## src/rtl/control_unit.sv

```systemverilog
// Fetch/decode/sequencing FSM driving the datapath controls; all outputs registered.
// Optional single-step mode (extra `step` input and STEP state) under CU_SINGLE_STEP_EN.
module control_unit #(
    parameter int DWIDTH  = 16,
    parameter int TIMEOUT = 15
) (
    input  logic              clk,
    input  logic              rst,
    input  logic              start,
    input  logic [DWIDTH-1:0] ins,
    input  logic              dp_done,
`ifdef CU_SINGLE_STEP_EN
    input  logic              step,
`endif
    output logic              en_dp,
    output logic              en_pc_pulse,
    output logic [1:0]        pc_ctrl,
    output logic [7:0]        offset_addr,
    output logic [7:0]        offset,
    output logic [1:0]        rd,
    output logic [1:0]        rs,
    output logic [3:0]        reg_en,
    output logic [2:0]        alu_func,
    output logic              alu_in_sel,
    output logic              ram_en,
    output logic              ram_we,
    output logic              busy,
    output logic              halted,
    output logic              err
);

    typedef enum logic [3:0] {
        S_IDLE, S_FETCH, S_DECODE, S_EXEC, S_WAIT, S_WB, S_PC_UPD, S_HALT, S_ERR
`ifdef CU_SINGLE_STEP_EN
        , S_STEP
`endif
    } state_t;

    localparam logic [3:0] OP_NOP   = 4'h0;
    localparam logic [3:0] OP_ADDI  = 4'h6;
    localparam logic [3:0] OP_LOAD  = 4'h7;
    localparam logic [3:0] OP_STORE = 4'h8;
    localparam logic [3:0] OP_JMP   = 4'h9;
    localparam logic [3:0] OP_HALT  = 4'hF;
    localparam logic [7:0] WAIT_LAST = 8'(TIMEOUT - 1);

    state_t            state;
    logic [DWIDTH-1:0] ir;
    logic [7:0]        wait_cnt;
    logic [3:0]        op;
    logic              is_alu;
    logic [3:0]        rd_onehot;

    assign op        = ir[15:12];
    assign is_alu    = (op >= 4'h1) && (op <= OP_ADDI);
    assign rd_onehot = 4'b0001 << ir[11:10];

    always_ff @(posedge clk or posedge rst) begin
        if (rst) begin
            state       <= S_IDLE;
            ir          <= '0;
            wait_cnt    <= '0;
            en_dp       <= 1'b0;
            en_pc_pulse <= 1'b0;
            pc_ctrl     <= 2'b00;
            offset_addr <= '0;
            offset      <= '0;
            rd          <= '0;
            rs          <= '0;
            reg_en      <= '0;
            alu_func    <= '0;
            alu_in_sel  <= 1'b0;
            ram_en      <= 1'b0;
            ram_we      <= 1'b0;
            busy        <= 1'b0;
            halted      <= 1'b0;
            err         <= 1'b0;
        end else begin
            // strobes are single-cycle; each branch below raises those of the state it enters
            en_dp       <= 1'b0;
            en_pc_pulse <= 1'b0;
            pc_ctrl     <= 2'b00;
            reg_en      <= '0;
            ram_en      <= 1'b0;
            ram_we      <= 1'b0;
            case (state)
                S_IDLE: begin
                    if (start) begin
                        state <= S_FETCH;
                        busy  <= 1'b1;
                    end
                end
                S_FETCH: begin
                    ir    <= ins;
                    state <= S_DECODE;
                end
                S_DECODE: begin
                    rd          <= ir[11:10];
                    rs          <= ir[9:8];
                    offset      <= ir[7:0];
                    offset_addr <= ir[7:0];
                    alu_func    <= (is_alu && op != OP_ADDI) ? 3'(op - 4'd1) : 3'b000;
                    alu_in_sel  <= (op == OP_ADDI);
                    if (is_alu) begin
                        state <= S_EXEC;
                        en_dp <= 1'b1;
                    end else if (op == OP_LOAD) begin
                        state  <= S_WB;
                        ram_en <= 1'b1;
                        en_dp  <= 1'b1;
                        reg_en <= rd_onehot;
                    end else if (op == OP_STORE) begin
                        state  <= S_WB;
                        ram_en <= 1'b1;
                        ram_we <= 1'b1;
                    end else if (op == OP_NOP || op == OP_JMP) begin
                        state       <= S_PC_UPD;
                        en_pc_pulse <= 1'b1;
                        pc_ctrl     <= (op == OP_JMP) ? 2'b10 : 2'b01;
                    end else if (op == OP_HALT) begin
                        state  <= S_HALT;
                        halted <= 1'b1;
                        busy   <= 1'b0;
                    end else begin
                        state <= S_ERR;
                        err   <= 1'b1;
                        busy  <= 1'b0;
                    end
                end
                S_EXEC: begin
                    state    <= S_WAIT;
                    wait_cnt <= '0;
                end
                S_WAIT: begin
                    wait_cnt <= wait_cnt + 8'd1;
                    // completion is checked first so a late dp_done still beats the timeout
                    if (dp_done) begin
                        state  <= S_WB;
                        en_dp  <= 1'b1;
                        reg_en <= rd_onehot;
                    end else if (wait_cnt == WAIT_LAST) begin
                        state <= S_ERR;
                        err   <= 1'b1;
                        busy  <= 1'b0;
                    end
                end
                S_WB: begin
                    state       <= S_PC_UPD;
                    en_pc_pulse <= 1'b1;
                    pc_ctrl     <= 2'b01;
                end
                S_PC_UPD: begin
`ifdef CU_SINGLE_STEP_EN
                    state <= S_STEP;
`else
                    state <= S_FETCH;
`endif
                end
`ifdef CU_SINGLE_STEP_EN
                S_STEP: begin
                    if (step) state <= S_FETCH;
                end
`endif
                S_HALT: state <= S_HALT;
                S_ERR:  state <= S_ERR;
                default: begin
                    state <= S_ERR;
                    err   <= 1'b1;
                    busy  <= 1'b0;
                end
            endcase
        end
    end

endmodule
```

## config.mk

```make
export PLATFORM = sky130hd
export DESIGN_NAME = control_unit
export DESIGN_NICKNAME = d
export VERILOG_FILES = /design/src/rtl/control_unit.sv
export SDC_FILE = /design/constraint.sdc
export NUM_CORES = 1
export LEC_CHECK = 0
export BUFFER_PORTS_ARGS = -buffer_cell sky130_fd_sc_hd__buf_2
export CAP_MARGIN = 20
export CELL_PAD_IN_SITES_DETAIL_PLACEMENT = 1
export CELL_PAD_IN_SITES_GLOBAL_PLACEMENT = 1
export CORE_MARGIN = 3
export CORE_UTILIZATION = 42
export CTS_CLUSTER_SIZE = 25
export DETAILED_ROUTE_END_ITERATION = 6
export PLACE_DENSITY = 0.76
export SYNTH_ARGS = -nofsm -noshare
export SYNTH_HDL_FRONTEND = slang
export SYNTH_SLANG_ARGS = --single-unit
```

## constraint.sdc

```tcl
create_clock -name clk -period 2.1 [get_ports clk]
set_input_delay 0.21 -clock clk [delete_from_list [all_inputs] [get_ports clk]]
set_output_delay 0.21 -clock clk [all_outputs]
set_load 0.03 [all_outputs]
```

## After elaboration in Yosys (flattened, before gate mapping)

Cells that the tools add are included.

| cells by class | value |
|---|---|
| add/subtract/negate cells | 2 |
| magnitude comparators | 2 |
| eq/ne operators | 24 |
| shifts and indexed selects | 1 |
| mux-type cells | 53 |
| bitwise operators | 6 |
| reduce and logical (&&, ||, !) cells | 12 |

Operators by type and width:

| operator | count |
|---|---|
| 2-to-1 mux 4 bit | 11 |
| one-hot mux 4 bit (8 select lines) | 1 |
| 2-to-1 mux 1 bit | 28 |
| equality test 4 x 3 -> 1 bit, second input constant | 6 |
| equality test 4 bit, second input constant | 4 |
| != test 2 bit, second input constant | 8 |
| one-hot mux 8 bit (2 select lines) | 1 |
| AND reduction 8 bit | 2 |
| 2-to-1 mux 2 bit | 5 |
| adder 8 x 1 -> 8 bit, second input constant | 1 |
| equality test 4 x 2 -> 1 bit, second input constant | 2 |
| equality test 8 x 4 -> 1 bit, second input constant | 1 |
| logical NOT 4 bit | 2 |
| one-hot mux 4 bit (2 select lines) | 1 |
| OR reduction 7 bit | 1 |
| inverter 1 bit | 6 |
| AND reduction 6 bit | 1 |
| OR reduction 6 bit | 1 |
| equality test 4 x 1 -> 1 bit, second input constant | 1 |
| greater-or-equal comparator 4 x 1 -> 1 bit, second input constant | 1 |
| <= comparator 4 x 3 -> 1 bit, second input constant | 1 |
| != test 4 x 3 -> 1 bit, second input constant | 1 |
| one-hot mux 1 bit (2 select lines) | 2 |
| one-hot mux 1 bit (4 select lines) | 1 |
| 10 further kinds | 11 |

| word-level totals | value |
|---|---|
| register bits | 57 |
| logic and storage cells | 117 |

## Logic depth before layout (Yosys ltp)

Gate-level depths: netlist of the first run.

| logic depth | value |
|---|---|
| depth in word-level cells | 7 |
| mapped depth | 7 |
| gate-level depth less buffers | 7 |

## Worst setup path before layout of the first run

Ideal clock, no wire load.

| timing | value |
|---|---|
| path type | register -> register |
| start point | register ir[12] |
| end point | register err |
| setup time | 120 ps |
| data arrival time | 1652 ps |
| data required time | 1980 ps |
| path slack | 328 ps |
| stages on the path, launching flop included | 8 |
| cell sequence | dfrtp_1 inv_1 ha_1 and3b_1 or3_4 a21oi_2 o221ai_2 a41o_1 |

| between the ends | value |
|---|---|
| longest elaborated chain between the ends | 4 |

RTL lines:

| what | RTL line | source |
|---|---|---|
| start, declared | 48 | `logic [DWIDTH-1:0] ir;` |
| start signal, assigned | 94 | `ir <= ins;` |
| greater-or-equal comparator 4 x 1 -> 1 bit, or another cell as far along | 55 | `assign is_alu = (op >= 4'h1) && (op <= OP_ADDI);` |
| logical AND 1 bit or logical OR 1 bit (tied branches) | 55, 116 |  |
| != test 2 bit (no source line) | - |  |
| AND reduction 8 bit (no source line) * | - |  |
| end signal, assigned | 77 | `err <= 1'b0;` |
| end signal, assigned | 126 | `err <= 1'b1;` |
| end signal, assigned | 143 | `err <= 1'b1;` |
| end, declared | 29 | `output logic err` |

Every way passes the cells marked *; elsewhere a longest branch is shown, timed or not.
A chain may end at the register's enable or synchronous reset.

## Worst setup path after layout of the first run

Ends and elaborated chain as after synthesis.

==> impl_results.md, run 1 <==
* Status: completed
* Commonest non-fill, non-tap cell in the layout: dfrtp_1
* Crit-path cells: inv_1, ha_1, nor3b_2, or3_4, a21oi_2, o221ai_2, a41o_1
* Final setup violation count at 0
* Worst Hold Depth at 2
* Top FF cell, synth: dfrtp_1
* Simple-Gate Fraction of Synth Area at 19.0%
* CP Launch Type: register
* Grt total ovfl at 0
* Sw Ratio at between 20% and 30%
* First-pass GRT wire length at ~11 mm
* Worst-margin pin slew at approximately 530 ps
* Area share of fa/ha/maj cells after synthesis at ~2.8%
* XOR/XNOR Fraction of Synth Area at less than 1%
* DR pass1 iterations at 4
* Synth Instances at approximately 250
* Register bit count reported by yosys at 57
* Mean routed wirelength per cell at roughly 17 um
* Most frequent cells in the layout: dfrtp_1 (57), nand2_1 (56), buf_2 (56), o21ai_0 (22), mux2_2 (14)
* Setup ws final at 114 ps
* Static Leak at ~1.7 nW
* Syn_nets at approximately 280
* Die ar. at ~7400 um^2
* Core area at 6060 um^2
* Sw power at about 500 uW
* DP Worst Slack at 130 ps
* CP Capture Type: register
* Req. time, crit path at 2320 ps
* Fin crit share at 94.6%
* Mapped Area at between 2000 and 3000 um^2
* Multi-input logic area at 1120 um^2
* Fin util at between 50% and 60%
* DRT Wirelength at approximately 6.5 mm
* Sequential Power Share at 48.1%
* Synth cell types at 48
* Reg-to-reg setup timing slack at 110 ps
* Die X at approximately 86 um
* Clk_lat worst skew at approximately 340 ps
* Vias in the first global route at 2351
* Clock share of power at about half
* Slew headroom at between 60 and 70%
* Die H at approximately 86 um
* Clock root buffer: clkbuf_8
* RSZ-0062 raised after global routing: false
* Min Clock Period, post-route at ~2000 ps
* MaxCap Viol Count at 0
* Antenna violations before repair at 0
* Final hold vios at 0
* Slew Limit Fails at 0
* PwrDens at around 700 nW/um^2
* Routability cong. at a little over 0.8
* Hold WC Path Type: input port to register
* Reg2Reg Depth at 7
* Final net count at 338
* Hpwl dp at roughly 4.7 mm
* RR Startpoint: ir[12]$_DFFE_PP0P_
* Worst Path Max Fanout at 6
* DR vias at between 2000 and 2500
* Hold Path End: ir[8]$_DFFE_PP0P_
* Final Hold Slack at 96.7 ps
* DR iter-0 viols at 44
* Mux share of post-synthesis cell area at roughly 7.3%
* Mean Syn Cell Area at approximately 11 um^2
* Combinational family with the most area after synthesis: simple AND/OR/NAND/NOR gates
* Register area share after synthesis at approximately 53%
* Slowest cell on crit path: dfrtp_1
* Max VDD drop at between 300 and 400 uV
* Share of flip-flops with an asynchronous set or reset at 100%
* Clock transition at path regs at around 80 ps
* CTS Sinks at 57
* CTS Buf Count at 9
* Worst stage delay on the critical path at approximately 420 ps
* Clk buf depth at 2
* Crit path arrival time at between 2000 and 2500 ps
* Register area at between 1000 and 1500 um^2
* Gr usage total at approximately a fifth
* Row count at 28
* I/O Pins at 57
* Area growth from synthesis to layout at 21.3%
* Largest net degree at the start of global routing at 35
* DRC viols at 0
* HP Start: ins[8]
* Port Buffer Count at 56
* Setup Skew at 11.1 ps
* Yosys warnings at 0
* Synth Area in Compound Gates at between 10% and 20%
* Initial Util at between 40 and 50%
* Post-DR vias/cell at between 5 and 6
* Fillers at just over 700
* Fmax at between 500 and 600 MHz
* Number of flops mapped to enable cells by yosys at 0
* CTS HTree Levels at 3
* Sum Neg Setup Slack at 0 ps
* Share of cells above drive strength 1 at 35.0%
* CTS tree: done
* Post-CTS sizing at 0
* FF-to-FF End: err$_DFFE_PP0P_
* Int Power at 1.78 mW
* Antenna-violating nets left at 0
* Crit Path Category: register to register
* Comb pwr share at about 2.0%
* # diodes at 0
==> through the flow <==
stage / power [mW] / area [um^2] / instances
floorplan: 1.14 / 2690 / 252
global placement: 1.16 / 3040 / 375
detailed placement: 1.17 / 3040 / 375
CTS: 2.30 / 3270 / 392
global route: 2.37 / 3270 / 392
finish: 2.28 / 3270 / 392
==> cells by family after synthesis <==
kind of cell,count (synthesis)
fa+ha+maj,6
mux,18
flops,57
simple gates,96
buf+inv,26
xor+xnor,1
compound gates,48
==> metal layers <==
layer | up-vias | GRT usage (%) | wire [um]
li1 | 992 | - | -
met1 | 1055 | 24.1 | 2840
met2 | 53 | 32.4 | 3250
met3 | 8 | 6.34 | 346
met4 | 0 | 5.61 | 82
met5 | - | 0 | 0
==> worst max path at each step <==
stage                            start              end  slack [ps]  depth (start not counted)
floorplan           ir[12]$_DFFE_PP0P_  err$_DFFE_PP0P_         330                          7
global placement    ir[12]$_DFFE_PP0P_  err$_DFFE_PP0P_         260                          7
detailed placement  ir[12]$_DFFE_PP0P_  err$_DFFE_PP0P_         130                          7
CTS                 ir[12]$_DFFE_PP0P_  err$_DFFE_PP0P_         100                          7
global route        ir[12]$_DFFE_PP0P_  err$_DFFE_PP0P_          10                          7
finish              ir[12]$_DFFE_PP0P_  err$_DFFE_PP0P_         110                          7
==> synthesized netlist by cell type (2+ instances only) <==
| master | count | area, um^2 |
|---|---|---|
| dfrtp_1 | 57 | 1430 |
| nand2_1 | 56 | 210 |
| o21ai_0 | 22 | 110 |
| mux2_2 | 14 | 158 |
| buf_4 | 11 | 82.6 |
| inv_1 | 8 | 30.0 |
| nand3_1 | 7 | 35.0 |
| ha_1 | 6 | 75.1 |
| clkbuf_1 | 5 | 18.8 |
| a31oi_1 | 4 | 25.0 |
| mux2i_1 | 4 | 40.0 |
| nand4_1 | 4 | 25.0 |
| nor3_1 | 4 | 20.0 |
| a21oi_1 | 3 | 15.0 |
| and3_1 | 3 | 18.8 |
| nand3b_1 | 3 | 22.5 |
| nor2_1 | 3 | 11.3 |
| a21boi_0 | 2 | 15.0 |
| and3b_1 | 2 | 17.5 |
| nand2b_1 | 2 | 12.5 |
| nor3b_2 | 2 | 25.0 |
| nor4b_4 | 2 | 47.6 |
| o211ai_1 | 2 | 15.0 |
| o32ai_1 | 2 | 17.5 |
==> worst max-delay path, delay by kind of cell, from the launching register on <==
kind	cells	cell delay, ps
AO/OA/AOI/OAI	3	500
adder cells (fa/ha/maj)	1	290
buffers and inverters	1	110
flip-flops	1	420
AND/OR/NAND/NOR	2	560
==> final cells by class <==
type,count,share of cell area [%]
Clock buffer,9,3.79
Clock inverter,7,2.91
Inverter,8,0.919
Multi-Input combinational cell,169,34.3
Sequential cell,57,43.7
Tap cell,75,2.87
Timing Repair Buffer,67,11.6
==> power groups by stage <==
| stage | registers [mW] | clock network (mW) | logic [mW] |
|---|---|---|---|
| detailed placement | 1.12 | 0 | 0.0474 |
| finish | 1.10 | 1.14 | 0.0467 |
| global route | 1.10 | 1.22 | 0.0543 |
| floorplan | 1.12 | 0 | 0.0176 |
| global placement | 1.12 | 0 | 0.0462 |
| CTS | 1.10 | 1.15 | 0.0490 |
==> sequential cells by signal, indices dropped and copies added (netlist names) <==
signal / count
ram_en: 1
alu_func: 3
state: 4
offset: 8
halted: 1
reg_en: 4
en_pc_pulse: 1
alu_in_sel: 1
wait_cnt: 8
ram_we: 1
err: 1
pc_ctrl: 2
rd: 2
en_dp: 1
busy: 1
rs: 2
ir: 16
==> repair_timing <==
item / CTS / global route
hold buffers: 1 / 0
setup buffers: 0 / 0
hold endpoints to repair: 23 / 0
Note: power is estimated with default switching activity, not from simulation.
==> run 2: changes to the inputs <==
Settings changed: ABC_AREA set to 1, CORE_UTILIZATION 42 to 40, PLACE_DENSITY 0.76 to 0.75.
==> run 2 against run 1 <==
Count of clock-buffer cells in the layout did not move. First-iteration DRC count up 130%. Clock power fell by 9%. Worst hold slack improved by 14 ps. Utilization shrank 3.7 points. Worst setup slack gained 370 ps. Flip-flop and latch count did not move. Global-route usage is 1.6 points lower. Critical path type unchanged. Largest cell class unchanged. Largest power group is now sequential cells.
==> impl_results.md, run 2 <==
* Status: completed
* Fin crit share at 77.1% (-17 points)
* Leading cell type by number of instances after synthesis: dfrtp_1
* RSZ-0062 raised after global routing: false
* Antenna-violating nets left at 0 (unchanged)
* Antenna violations before repair at 0 (unchanged)
* MaxCap Viol Count at 0 (unchanged)
* Cell family with most CP delay: simple AND/OR/NAND/NOR gates
* Worst-margin pin slew at 444 ps (-91.4 ps)
* Port Buffer Count at 56 (unchanged)
* Row count at 29 (+3.6%)
* Combinational family with the most area after synthesis: simple AND/OR/NAND/NOR gates
* Worst Path Max Fanout at 6 (unchanged)
* CTS Sinks at 57 (unchanged)
* Register bit count reported by yosys at 57 (unchanged)
* DRC viols at 0 (unchanged)
* Synth cell types at 34 (-29%)
* Sw Ratio at 24.6% (+2.5 points)
* Slew Limit Fails at 0 (unchanged)
* Final net count at 383 (+13%)
* Top Registers: ir: 16 flops, offset: 8 flops, wait_cnt: 8 flops
* Die ar. at 7740 um^2 (+4.4%)
* PwrDens at 701 nW/um^2 (+0.22%)
* CTS Buf Count at 9 (unchanged)
* First-pass GRT wire length at 10.4 mm (-7.0%)
* Syn_nets at 325 (+17%)
* Sum Neg Setup Slack at 0 ps (unchanged)
* Cell taking the most area after synthesis: dfrtp_1
* XOR/XNOR Fraction of Synth Area at 0.326% (+0.00091 points)
* Reg with most FFs: ir
* Final hold vios at 0 (unchanged)
* DR iter-0 viols at 102 (+130%)
* Req. time, crit path at 2350 ps (+30 ps)
* Mean Syn Cell Area at 8.98 um^2 (-16%)
* Clock transition at path regs at 70 ps (about the same)
* # diodes at 0 (unchanged)
* Crit path arrival time at 1870 ps (-340 ps)
* DRT Wirelength at 6.11 mm (-6.3%)
* Clk_lat worst skew at 340 ps (about the same)
* Sequential Power Share at 49.7% (+1.6 points)
* Static Leak at 1.72 nW (+0.85%)
* Leading post-synthesis cells by cell area: dfrtp_1 (53%), nand2_1 (7.0%), inv_1 (4.5%), nor2_1 (4.1%), a21oi_1 (3.7%)
* Hold WC Path Type: input port to register
* Finished Cell Area at 3220 um^2 (-1.3%)
* Int Power at 1.70 mW (-4.3%)
* Routability cong. at 0.816 (-0.27%)
* Power Total at 2.26 mW (-1.1%)
* Core area at 6420 um^2 (+6.0%)
* Mean routed wirelength per cell at 13.9 um (-16%)
* Clock share of power at 46.0% (-3.9 points)
* Most frequent cells in the layout: dfrtp_1 (57), buf_2 (56), nand2_1 (50), inv_1 (31), nor2_1 (29)
* Commonest non-fill, non-tap cell in the layout: dfrtp_1
* DR pass1 iterations at 4 (unchanged)
* Simple-Gate Fraction of Synth Area at 23.2% (+4.2 points)
* Mapped Area at 2690 um^2 (-0.28%)
* Crit-path cells: inv_1, ha_1, nand3_1, nand3_2, nand2_4, o21ai_2, inv_2, nor3_1
* Area growth from synthesis to layout at 20.0%
* Bufs and invs on worst path at 2 (+1)
* Fmax at 618 MHz (+23%)
* Placed cell areas at 3010 um^2 (-0.91%)
* Min Clock Period, post-route at 1620 ps (-367 ps)
* Register area share after synthesis at 53.1% (+0.15 points)
* DR vias at 2170 (+2.9%)
* Synth Area in Compound Gates at 10.4% (-1.7 points)
* Mux share of post-synthesis cell area at 0.838% (-6.5 points)
* I/O Pins at 57 (unchanged)
* CP Launch Point: ir[12]$_DFFE_PP0P_
* Yosys warnings at 0 (unchanged)
* RR Startpoint: ir[12]$_DFFE_PP0P_
* Worst stage delay on the critical path at 400 ps (-20 ps)
* Area share of fa/ha/maj cells after synthesis at 2.79% (+0.0078 points)
* CP Capture Type: register
* CTS HTree Levels at 3 (unchanged)
* Post-DR vias/cell at 4.94 (-8.1%)
* Initial Util at 41.8% (-2.6 points)
* Top FF cell, synth: dfrtp_1
* Setup Skew at 12.7 ps (+1.60 ps)
* Crit Path Category: register to register
* Grt total ovfl at 0 (unchanged)
* Comb pwr share at 4.3% (+2.3 points)
* Synth Instances at 299 (+19%)
* Number of flops mapped to enable cells by yosys at 0 (unchanged)
* CTS tree: done
* CP Launch Type: register
* Max FFs per register at 16 (unchanged)
* Die X at 88.0 um (+2.2%)
* Share of cells above drive strength 1 at 29.0% (-6.0 points)
* Vias in the first global route at 2264 (-3.7%)
* Share of flip-flops with an asynchronous set or reset at 100% (unchanged)
* Slew headroom at 70.4% (+6.1 points)
* Fillers at 772 (+9.5%)
* Die H at 88.0 um (+2.2%)
* Max VDD drop at 363 uV (-5.7%)
* Clk buf depth at 2 (unchanged)
* Yosys top cell area share at 53.1% (+0.15 points)
* Clock root buffer: clkbuf_8
* Largest net degree at the start of global routing at 28 (-20%)
* Final setup violation count at 0 (unchanged)
* HP Start: ins[9]
* Post-synth top cells: dfrtp_1 (57), nand2_1 (50), inv_1 (32), nor2_1 (29), a21oi_1 (20)
* Gr usage total at 17.8% (-1.6 points)
* Sw power at 555 uW (+10%)
* Hpwl dp at 4.56 mm (-2.6%)
* Slowest cell on crit path: dfrtp_1
run 2: cell count changes after synthesis, sizes merged, moves of 3 or more:
cell    previous run  this run
a31oi              4         1
clkbuf             5         1
nor2               5        35
inv                8        39
a21oi              4        20
and3               3         0
mux2i              4         0
nand3              7        24
mux2              14         2
nor3               4         9
a22o               0         3
run 2: per-layer routing:
metal	routed length [um]	part of all wire [%]	track usage, %	vias to the layer above
met2	2970	49	29.6	45
met1	2730	45	21.8	1031
met3	270	4.4	3.76	11
li1	-	-	-	1083
met4	143	2.3	9.21	0
met5	0	0	0	-
run 2: cell families (layout without fill, tap and decap cells):
| kind of cell | after synthesis | count (layout) |
|---|---|---|
| compound gates | 51 | 51 |
| xor+xnor | 1 | 1 |
| fa+ha+maj | 6 | 6 |
| buf+inv | 54 | 117 |
| flops | 57 | 57 |
| mux | 2 | 2 |
| simple gates | 128 | 128 |
run 2: what timing repair did:
action                                  CTS  global route
endpoints found under the setup margin    0             0
hold buffers                              1             0
buffers inserted                          0             0
resized for setup                         0             0
endpoints found under the hold margin    18             0
run 2: power by group through the flow:
stage	combinational [mW]	sequential (mW)	clock (mW)
after floorplan	0.0569	1.14	0
after global placement	0.0958	1.14	0
after detailed placement	0.0988	1.14	0
after CTS	0.100	1.12	1.07
after global routing	0.112	1.12	1.12
final	0.0967	1.12	1.04
run 2: path summary, 6_finish.rpt:
path | endpoint | slack (ps) | cells past startpoint
setup / recovery | reg_en[3]$_DFF_PP0_ | 480 | 8
hold / removal | ir[9]$_DFFE_PP0P_ | 110 | 2
setup reg to reg | reg_en[3]$_DFF_PP0_ | 480 | 8
hold reg to reg | wait_cnt[7]$_DFFE_PP0P_ | 470 | 1
max in group asynchronous | ir[12]$_DFFE_PP0P_ | 1140 | 4
min in group asynchronous | offset[2]$_DFFE_PP0P_ | 420 | 3
run 2: area by class of cell:
cell class	count	area [um^2]	share of cell area (%)
repair buffers	62	340	10.6
flip-flops and latches	57	1430	44.3
well taps	77	96.3	2.99
inverters	39	149	4.62
clock buffers	9	124	3.84
multi-input cells	188	1010	31.3
clock inverters	7	78.8	2.45
run 2: metrics by stage:
step / hold slack, ps / util [%] / std cells / setup WS (ps)
final: 111 / 50.2 / 439 / 482
after global placement: 244 / 46.9 / 422 / 532
after floorplan: 360 / - / 299 / 490
after CTS: 96.0 / 50.2 / 439 / 462
after detailed placement: 248 / 46.9 / 422 / 478
after global routing: 117 / 50.2 / 439 / 301
==> run 3: changes to the inputs <==
Settings changed: ABC_AREA 1 to 0, CORE_UTILIZATION 40 to 42, PLACE_DENSITY 0.75 to 0.76.
Clock period 2.1 ns to 1.5 ns, I/O delays scaled along.
==> run 3 against run 2 <==
The flow now finishes with violations (negative setup slack). Sequential share of layout area decreased by 9.0 points. Sequential power increased by 38%. Routed wire length increased by 82%. Die area decreased by 4.2%. Largest power group is now the clock network.
==> impl_results.md, run 3 (synthesis gave the netlist of run 1 again) <==
* Status: complete, but fails checks
* Violated checks: negative setup slack
* Port Buffer Count at 56 (unchanged)
* DRC viols at 0 (unchanged)
* # diodes at 0 (unchanged)
* Static Leak at 2.10 nW (+22%)
* Area growth from synthesis to layout at 50.7%
* Gr usage total at 23.7% (+5.9 points)
* CTS tree: done
* Fin crit share at 129% (+52 points)
* Antenna violations before repair at 0 (unchanged)
* Final hold vios at 0 (unchanged)
* CTS Buf Count at 9 (unchanged)
* Initial Util at 44.4% (+2.6 points)
* I/O Pins at 57 (unchanged)
* Row count at 28 (-3.4%)
* Core area at 6060 um^2 (-5.6%)
* Die X at 86.1 um (-2.1%)
* Worst Path Max Fanout at 4 (-2)
* Largest net degree at the start of global routing at 37 (+32%)
* Crit path arrival time at 2150 ps (+280 ps)
* MaxCap Viol Count at 0 (unchanged)
* Clock root buffer: clkbuf_8
* Req. time, crit path at 1710 ps (-640 ps)
* Commonest non-fill, non-tap cell in the layout: buf_2
* Grt total ovfl at 0 (unchanged)
* Comb pwr share at 2.1% (-2.2 points)
* Die ar. at 7410 um^2 (-4.2%)
* DR vias at 2573 (+19%)
* CP Capture Type: register
* Max VDD drop at 751 uV (+110%)
* Final Hold Slack at 35.7 ps (-75.1 ps)
* Clk buf depth at 2 (unchanged)
* RSZ-0062 raised after global routing: true
* Crit Path Category: register to register
* Vias in the first global route at 2621 (+16%)
* Most frequent cells in the layout: buf_2 (56), nand2_1 (54), dfrtp_1 (53), buf_4 (53)
* DRT Wirelength at 11.1 mm (+82%)
* Post-Layout Cell Count at 450 (+2.5%)
* DR pass1 iterations at 4 (unchanged)
* Top Registers: ir: 16 flops, offset: 8 flops, wait_cnt: 8 flops
* Final setup violation count at 42 (+42)
* Power Total at 3.52 mW (+56%)
* Share of cells above drive strength 1 at 52.5% (+24 points)
* Fmax at 516 MHz (-16%)
* Reg with most FFs: ir
* Reg2Reg Depth at 8 (unchanged)
* Routability cong. at 0.840 (+3.0%)
* CTS HTree Levels at 3 (unchanged)
* Min Clock Period, post-route at 1940 ps (+320 ps)
* Die H at 86.1 um (-2.1%)
* Clock transition at path regs at 70 ps (about the same)
* Worst Hold Depth at 2 (unchanged)
* Setup Skew at 8.60 ps (-4.14 ps)
* Mean routed wirelength per cell at 24.7 um (+78%)
* Sequential Power Share at 43.6% (-6.1 points)
* Hpwl dp at 5.05 mm (+11%)
* DR iter-0 viols at 101 (-0.98%)
* Slew headroom at 63.0% (-7.4 points)
* Sum Neg Setup Slack at -8180 ps (-8180 ps)
* Int Power at 2.80 mW (+65%)
* Hold WC Path Type: input port to register
* Sw power at 717 uW (+29%)
* Placed Instances at 412 (-2.4%)
* Worst-margin pin slew at 554 ps (+110 ps)
* CP Launch Type: register
* Setup ws final at -438 ps (-920 ps)
* Clk_lat worst skew at 340 ps (about the same)
* Max FFs per register at 16 (unchanged)
* PwrDens at 867 nW/um^2 (+24%)
* Post-DR vias/cell at 5.72 (+16%)
* Antenna-violating nets left at 0 (unchanged)
* CTS Sinks at 57 (unchanged)
* First-pass GRT wire length at 13.4 mm (+29%)
* Final net count at 396 (+3.4%)
* Clock share of power at 54.2% (+8.2 points)
* Slew Limit Fails at 0 (unchanged)
* Sw Ratio at 20.4% (-4.2 points)
==> run 3: power groups by stage <==
stage / combinational, mW / sequential [mW] / clock (mW)
after floorplan: 0.0253 / 1.57 / 0
after global placement: 0.0677 / 1.57 / 0
after detailed placement: 0.0690 / 1.57 / 0
after CTS: 0.0718 / 1.54 / 1.90
after global routing: 0.0824 / 1.54 / 2.01
final: 0.0744 / 1.54 / 1.91
==> run 3: path summary, 6_finish.rpt <==
| kind | slack (ps) | startpoint | endpoint |
|---|---|---|---|
| setup / recovery | -440 | ir[13]$_DFFE_PP0P_ | state[3]$_DFFE_PP0P_ |
| hold / removal | 40 | ins[6] | ir[6]$_DFFE_PP0P_ |
| setup reg to reg | -440 | ir[13]$_DFFE_PP0P_ | state[3]$_DFFE_PP0P_ |
| hold reg to reg | 480 | rd[0]$_DFFE_PP0P_ | rd[0]$_DFFE_PP0P_ |
| max in group asynchronous | 510 | rst | state[1]$_DFFE_PP0P_ |
| min in group asynchronous | 390 | rst | offset[6]$_DFFE_PP0P_ |
==> run 3: worst max-delay path, cell delays in order, from the launching register on <==
cell	delay (ps)
dfrtp_1	410
inv_2	110
ha_4	190
nor3b_4	150
buf_6	130
o31ai_4	370
nor2_1	100
a21oi_1	230
o21ai_1	120
==> run 3: layer usage <==
layer	track usage, %	vias up	part of all wire [%]	wire length [um]
met2	41.1	104	53	5870
met4	9.78	0	4.3	481
met1	28.0	1323	38	4230
li1	-	1109	-	-
met5	0	-	0	0
met3	5.76	37	4.9	542
==> run 3: timing repair <==
action	4_1_cts	5_1_grt
pin swaps	14	15
hold buffers	1	0
resized for setup	27	37
endpoints found under the hold margin	21	0
buffers inserted	13	11
gates cloned	0	1
setup endpoints to repair	39	52
==> run 3: stage by stage <==
step	setup slack, ps	area, um^2	utilization (%)
final	-438	4060	67.0
after CTS	-298	3830	63.2
after global placement	-251	3360	55.5
after detailed placement	-360	3360	55.5
after floorplan	-207	2730	-
after global routing	-523	4060	67.0
==> run 3: layout make-up <==
type | count | area (um^2)
Clock buffer | 12 | 165
Clock inverter | 4 | 97.6
Fill cell | 628 | 2000
Inverter | 8 | 33.8
Multi-Input combinational cell | 169 | 1340
Sequential cell | 57 | 1430
Tap cell | 75 | 93.8
Timing Repair Buffer | 125 | 901
